### src/rtl/mda_adc_scan_ctrl.sv
// ADC scan sequencer: walks the enabled channels in ascending order, one
// conversion request at a time, and stores each result in a per-channel
// result register. Scans start from a periodic tick or a software pulse.
// A trigger that arrives while a scan is running is dropped and flagged
// as overrun.
//
// state | meaning
// ------+------------------------------------------------------------
// IDLE  | waiting for a trigger; conv_req low
// REQ   | conv_req high on cur_ch, waiting for conv_ack
// GAP   | one-cycle spacer after an ack; selects next channel or ends
module mda_adc_scan_ctrl #(
    parameter int NUM_CH   = 8,
    parameter int PERIOD_W = 16
) (
    input  logic                slave_clk,
    input  logic                slave_reset,
    input  logic                cfg_enable,
    input  logic [NUM_CH-1:0]   cfg_ch_mask,
    input  logic [PERIOD_W-1:0] cfg_period,
    input  logic                scan_start,
    input  logic                clr_overrun,
    output logic                conv_req,
    output logic [2:0]          conv_ch,
    input  logic                conv_ack,
    input  logic [11:0]         conv_data,
    input  logic [2:0]          res_addr,
    output logic [11:0]         res_data,
    output logic [NUM_CH-1:0]   res_valid,
    output logic                busy,
    output logic                scan_done,
    output logic                overrun
);

    typedef enum logic [1:0] {
        S_IDLE = 2'd0,
        S_REQ  = 2'd1,
        S_GAP  = 2'd2
    } state_t;

    state_t              state_q;
    logic [PERIOD_W-1:0] cnt_q;
    logic [NUM_CH-1:0]   scan_mask_q;
    logic [2:0]          cur_ch_q;
    logic                conv_req_q;
    logic                busy_q;
    logic                scan_done_q;
    logic                overrun_q;
    logic [NUM_CH-1:0]   res_valid_q;
    logic [11:0]         res_q [NUM_CH];

    logic                period_run;
    logic                tick;
    logic                trigger;
    logic [NUM_CH-1:0]   above_mask;

    // Index of the lowest set bit; callers only use it on a non-zero mask.
    function automatic logic [2:0] lowest_bit(input logic [NUM_CH-1:0] m);
        logic [2:0] idx;
        idx = '0;
        for (int i = NUM_CH - 1; i >= 0; i--) begin
            if (m[i]) begin
                idx = 3'(i);
            end
        end
        return idx;
    endfunction

    assign period_run = cfg_enable && (cfg_period != '0);
    assign tick       = period_run && (cnt_q == '0);
    assign trigger    = tick || scan_start;

    // Channels of the latched mask strictly above cur_ch; empty once cur_ch is 7,
    // so the scan can never wrap back to channel 0.
    assign above_mask = scan_mask_q & (({NUM_CH{1'b1}} << cur_ch_q) << 1);

    // Period down-counter: reloads on terminal count, parked at period-1 when idle.
    always_ff @(posedge slave_clk) begin
        if (slave_reset) begin
            cnt_q <= cfg_period - PERIOD_W'(1);
        end else if (!period_run || (cnt_q == '0)) begin
            cnt_q <= cfg_period - PERIOD_W'(1);
        end else begin
            cnt_q <= cnt_q - PERIOD_W'(1);
        end
    end

    // Scan FSM with registered request, status flags and result storage.
    always_ff @(posedge slave_clk) begin
        if (slave_reset) begin
            state_q     <= S_IDLE;
            scan_mask_q <= '0;
            cur_ch_q    <= '0;
            conv_req_q  <= 1'b0;
            busy_q      <= 1'b0;
            scan_done_q <= 1'b0;
            overrun_q   <= 1'b0;
            res_valid_q <= '0;
            for (int i = 0; i < NUM_CH; i++) begin
                res_q[i] <= '0;
            end
        end else begin
            scan_done_q <= 1'b0;

            // Setting wins over clearing so a dropped trigger is never lost.
            if (trigger && busy_q) begin
                overrun_q <= 1'b1;
            end else if (clr_overrun) begin
                overrun_q <= 1'b0;
            end

            case (state_q)
                S_IDLE: begin
                    if (trigger && (cfg_ch_mask != '0)) begin
                        scan_mask_q <= cfg_ch_mask;
                        cur_ch_q    <= lowest_bit(cfg_ch_mask);
                        conv_req_q  <= 1'b1;
                        busy_q      <= 1'b1;
                        state_q     <= S_REQ;
                    end
                end
                S_REQ: begin
                    if (conv_ack) begin
                        res_q[cur_ch_q]       <= conv_data;
                        res_valid_q[cur_ch_q] <= 1'b1;
                        conv_req_q            <= 1'b0;
                        // Decided one cycle early so the pulse lands on the GAP->IDLE cycle.
                        scan_done_q           <= (above_mask == '0);
                        state_q               <= S_GAP;
                    end
                end
                S_GAP: begin
                    if (above_mask != '0) begin
                        cur_ch_q   <= lowest_bit(above_mask);
                        conv_req_q <= 1'b1;
                        state_q    <= S_REQ;
                    end else begin
                        busy_q     <= 1'b0;
                        state_q    <= S_IDLE;
                    end
                end
                default: begin
                    conv_req_q <= 1'b0;
                    busy_q     <= 1'b0;
                    state_q    <= S_IDLE;
                end
            endcase
        end
    end

    assign conv_req  = conv_req_q;
    assign conv_ch   = cur_ch_q;
    assign busy      = busy_q;
    assign scan_done = scan_done_q;
    assign overrun   = overrun_q;
    assign res_valid = res_valid_q;
    assign res_data  = res_q[res_addr];

endmodule

### config.mk
export PLATFORM = sky130hd
export DESIGN_NAME = mda_adc_scan_ctrl
export DESIGN_NICKNAME = d
export VERILOG_FILES = /design/src/rtl/mda_adc_scan_ctrl.sv
export SDC_FILE = /design/constraint.sdc
export NUM_CORES = 1
export LEC_CHECK = 0
export ABC_AREA = 1
export CAP_MARGIN = 10
export CORE_UTILIZATION = 30
export DETAILED_ROUTE_END_ITERATION = 8
export PLACE_DENSITY = 0.49
export SKIP_CTS_REPAIR_TIMING = 1
export SLEW_MARGIN = 15
export SYNTH_ARGS = -nofsm -noshare
export SYNTH_HDL_FRONTEND = slang
export SYNTH_SLANG_ARGS = --single-unit
export TNS_END_PERCENT = 20
### constraint.sdc
create_clock -name slave_clk -period 4.1 [get_ports slave_clk]
set_clock_uncertainty 0.1 [all_clocks]
set_input_delay 1.23 -clock slave_clk [delete_from_list [all_inputs] [get_ports slave_clk]]
set_output_delay 1.23 -clock slave_clk [all_outputs]
set_load 0.02 [all_outputs]
==> summary.txt <==
Status
  – Status: finished, final reports clean

Synthesis
  – Asr flop ratio synth: 0
  – Synth top area share: 0.436
  – Synth top area cells: edfxtp_1, nor2_1, dfxtp_1
  – Mapped Area: roughly 0.0066 mm²
  – Syn. warnings: 0
  – Yosys top cell by area: edfxtp_1
  – Number of flops mapped to enable cells by yosys: 96
  – Synth Instances: 773
  – Syn Area/Cell: between 8 and 9 µm²
  – Yosys cell types: 37
  – Main synth FF type: edfxtp_1
  – Seq cells post-synth: ~140
  – Sequential area share after synthesis: 0.557
  – Syn Nets: 822

Pwr
  – Gate power share: 0.123
  – PwrDens: 420 mW/mm²
  – VDD IR max: around 0.00027 V
  – Switch share: 0.272
  – Internal: roughly 2.6 mW
  – NetSw: between 0.9 and 1 mW
  – Total power draw: about 3.5 mW
  – Clk pwr share: 0.431
  – Sequential power share: 0.446
  – Leak: 3.49 nW

Global route
  – Initial antenna violation count: 0
  – Vias in the first global route: between 5000 and 6000
  – Total GRT Usage: 0.157
  – Met1 Usage GRT: 0.201
  – First-pass GRT wire length: roughly 26000 µm
  – GR Layer Usage met2: 0.255
  – Grt total ovfl: 0
  – M3 GR Usage: 0.0339
  – Largest net degree at the start of global routing: 33
  – Top Usage Layer GRT: met2

Timing
  – Fin Hold WS: 0.345 ns
  – Crit share post-route: 0.955
  – Final setup fails: 0
  – Slew Viols, Final: 0
  – Hold Violations, Final: 0
  – Rel. slew slack: 0.558
  – Worst-Margin Slew: around 0.66 ns
  – Fmax: 0.255 GHz
  – RSZ-0062 raised after global routing: no
  – Fin crit period: 3.92 ns

Routing
  – Initial DRC count: 250
  – Remaining antenna violation count: 0
  – Final WL: approximately 17000 µm
  – Via count: 5149
  – DR pass1 iterations: 4
  – WL per Instance: 14.6 µm
  – DRC viols: 0
  – DR vias/cell: roughly 4.5

Setup path
  – CP peak stage delay: about 0.26 ns
  – Worst-path fanout max: 12
  – Setup CP Type: in2out
  – Crit-path slowest cell: o21ai_0
  – CP startpoint kind: input port
  – CP arrival: roughly 2.6 ns
  – Worst-path cell chain: dlymetal6s2s_1 -> inv_1 -> buf_4 -> buf_4 -> o21ai_0 -> a31oi_1 -> dlymetal6s2s_1
  – CP Launch Point: res_addr[0]
  – Worst Path Required: ~2.8 ns
  – Worst R2R Start: state_q[0]
  – Crit. End Element: output pin

Die
  – Die height: approximately 150 µm
  – Top-Level Pins: 72
  – DIE AREA: around 0.023 mm²
  – Initial Utilization: 0.310
  – Core Area: approximately 0.021 mm²
  – Num rows: between 50 and 60
  – Die Wd: between 150 and 200 µm

Clock tree
  – H-tree lvl count: 4
  – Clock sink total: ~140
  – CTS root buf: clkbuf_16
  – CTS max path bufs: 2
  – CTS Buf Count: 17
  – CTS clk-pin slew, worst paths: about 0.060 ns
  – Skew-Pair Late Insertion Delay: ~0.42 ns
  – CTS tree: yes

Hold path
  – Min-Delay Path Class: reg2reg
  – Hold Crit Start: scan_mask_q[3]

Layout
  – Share of layout cells above drive strength 1: 0.126
  – Ant. Diodes: 0
  – # nets final: slightly above 900
  – FILL cells: about 2200
  – Register area: about 0.0037 mm²
  – Util after Layout: 0.392
  – Area occupied by multi-input gates: about 0.0025 mm²
  – Layout overhead on the synthesized area: 26.6%

Placement
  – Dpl hpwl: approximately 12000 µm
  – # port buffers: 71
  – Gpl congestion: 0.782

Run
  – Max_cap viols: 0
metrics by stage:
stage                     worst slack, ns  setup TNS, ns  cell area, µm²  cells
final                               0.183              0            8380   1146
after global placement             -0.546          -5.46            7770   1113
after CTS                          -0.549          -5.49            8350   1145
after floorplan                     0.425              0            6620    773
after detailed placement           -0.543          -5.37            7770   1113
after global routing               0.0850              0            8380   1146
cells in the mapped netlist (10+ instances only):
cell type	n
o21ai_1	12
nand2_2	11
edfxtp_1	96
a21oi_1	23
o21ai_0	55
o22ai_1	12
nand3_1	17
inv_1	62
a31oi_1	13
buf_2	10
clkbuf_1	17
nand2_1	102
nor2_1	226
xor2_1	14
dfxtp_1	40
cell usage in the layout (no fill, tap or decap), drive strengths merged:
cell type,Yosys,final
o22ai,12,12
nor3,7,7
clkinvlp,0,4
clkinv,1,2
clkdlybuf4s50,0,57
xor2,14,14
a21oi,24,24
edfxtp,96,96
xnor2,5,5
nand3,20,20
ha,4,4
o21ai,67,67
o21bai,2,2
nor4,4,4
bufinv,0,1
nand4,3,3
mux2i,1,1
or2,2,2
dlymetal6s2s,0,7
nand2,116,116
dfxtp,40,40
a31oi,13,13
buf,15,29
clkbuf,17,22
nor2,237,237
inv,72,81
a21boi,1,1
layer usage:
layer	wire [µm]	part of all wire
met5	0	0
met4	217	0.013
met3	733	0.044
met2	8010	0.48
met1	7820	0.47
power groups by stage:
stage	Combinational, mW	Clock, mW	Sequential (mW)
2_1_floorplan	0.260	0	1.60
3_3_place_gp	0.439	0	1.60
3_5_place_dp	0.441	0	1.60
4_1_cts	0.442	1.55	1.57
5_1_grt	0.488	1.60	1.58
6_report	0.432	1.52	1.57
path summary, 6_finish.rpt:
kind	end	slack (ns)	depth (start not counted)
setup / recovery	res_data[5]	0.18	7
hold / removal	scan_mask_q[3]	0.34	2
setup reg to reg	res_q[5][9]	1.98	7
hold reg to reg	scan_mask_q[3]	0.34	2
flip-flops by register name, summed over array words and instances (netlist names):
name and cells:
res_q 96, overrun 1, busy 1, res_valid 8, cnt_q 16, scan_mask_q 7, state_q 2, scan_done 1
conv_ch 3, conv_req 1
cell type report:
type | instances | area share
multi-input combinational | 532 | 0.301
sequential | 136 | 0.440
clock buffer | 17 | 0.0508
tap | 275 | 0.0411
clock inverter | 15 | 0.0188
timing repair buffer | 98 | 0.116
inverter | 73 | 0.0331
cells by family after synthesis:
group                      after synthesis  share of synthesized area
AOI/OAI and AO/OA                      119                     0.0964
xor gates and xnor gates                19                     0.0251
adders and majority gates                4                    0.00756
buffers and inverters                  105                     0.0648
DFF                                    136                      0.557
muxes                                    1                    0.00151
and+or+nand+nor                        389                      0.248
worst max-delay path, delay by kind of cell:
kind | cells | cell delay [ns]
buffers and inverters | 5 | 0.96
AOI/OAI and AO/OA | 2 | 0.38
Power figures use the tool's default switching activity.
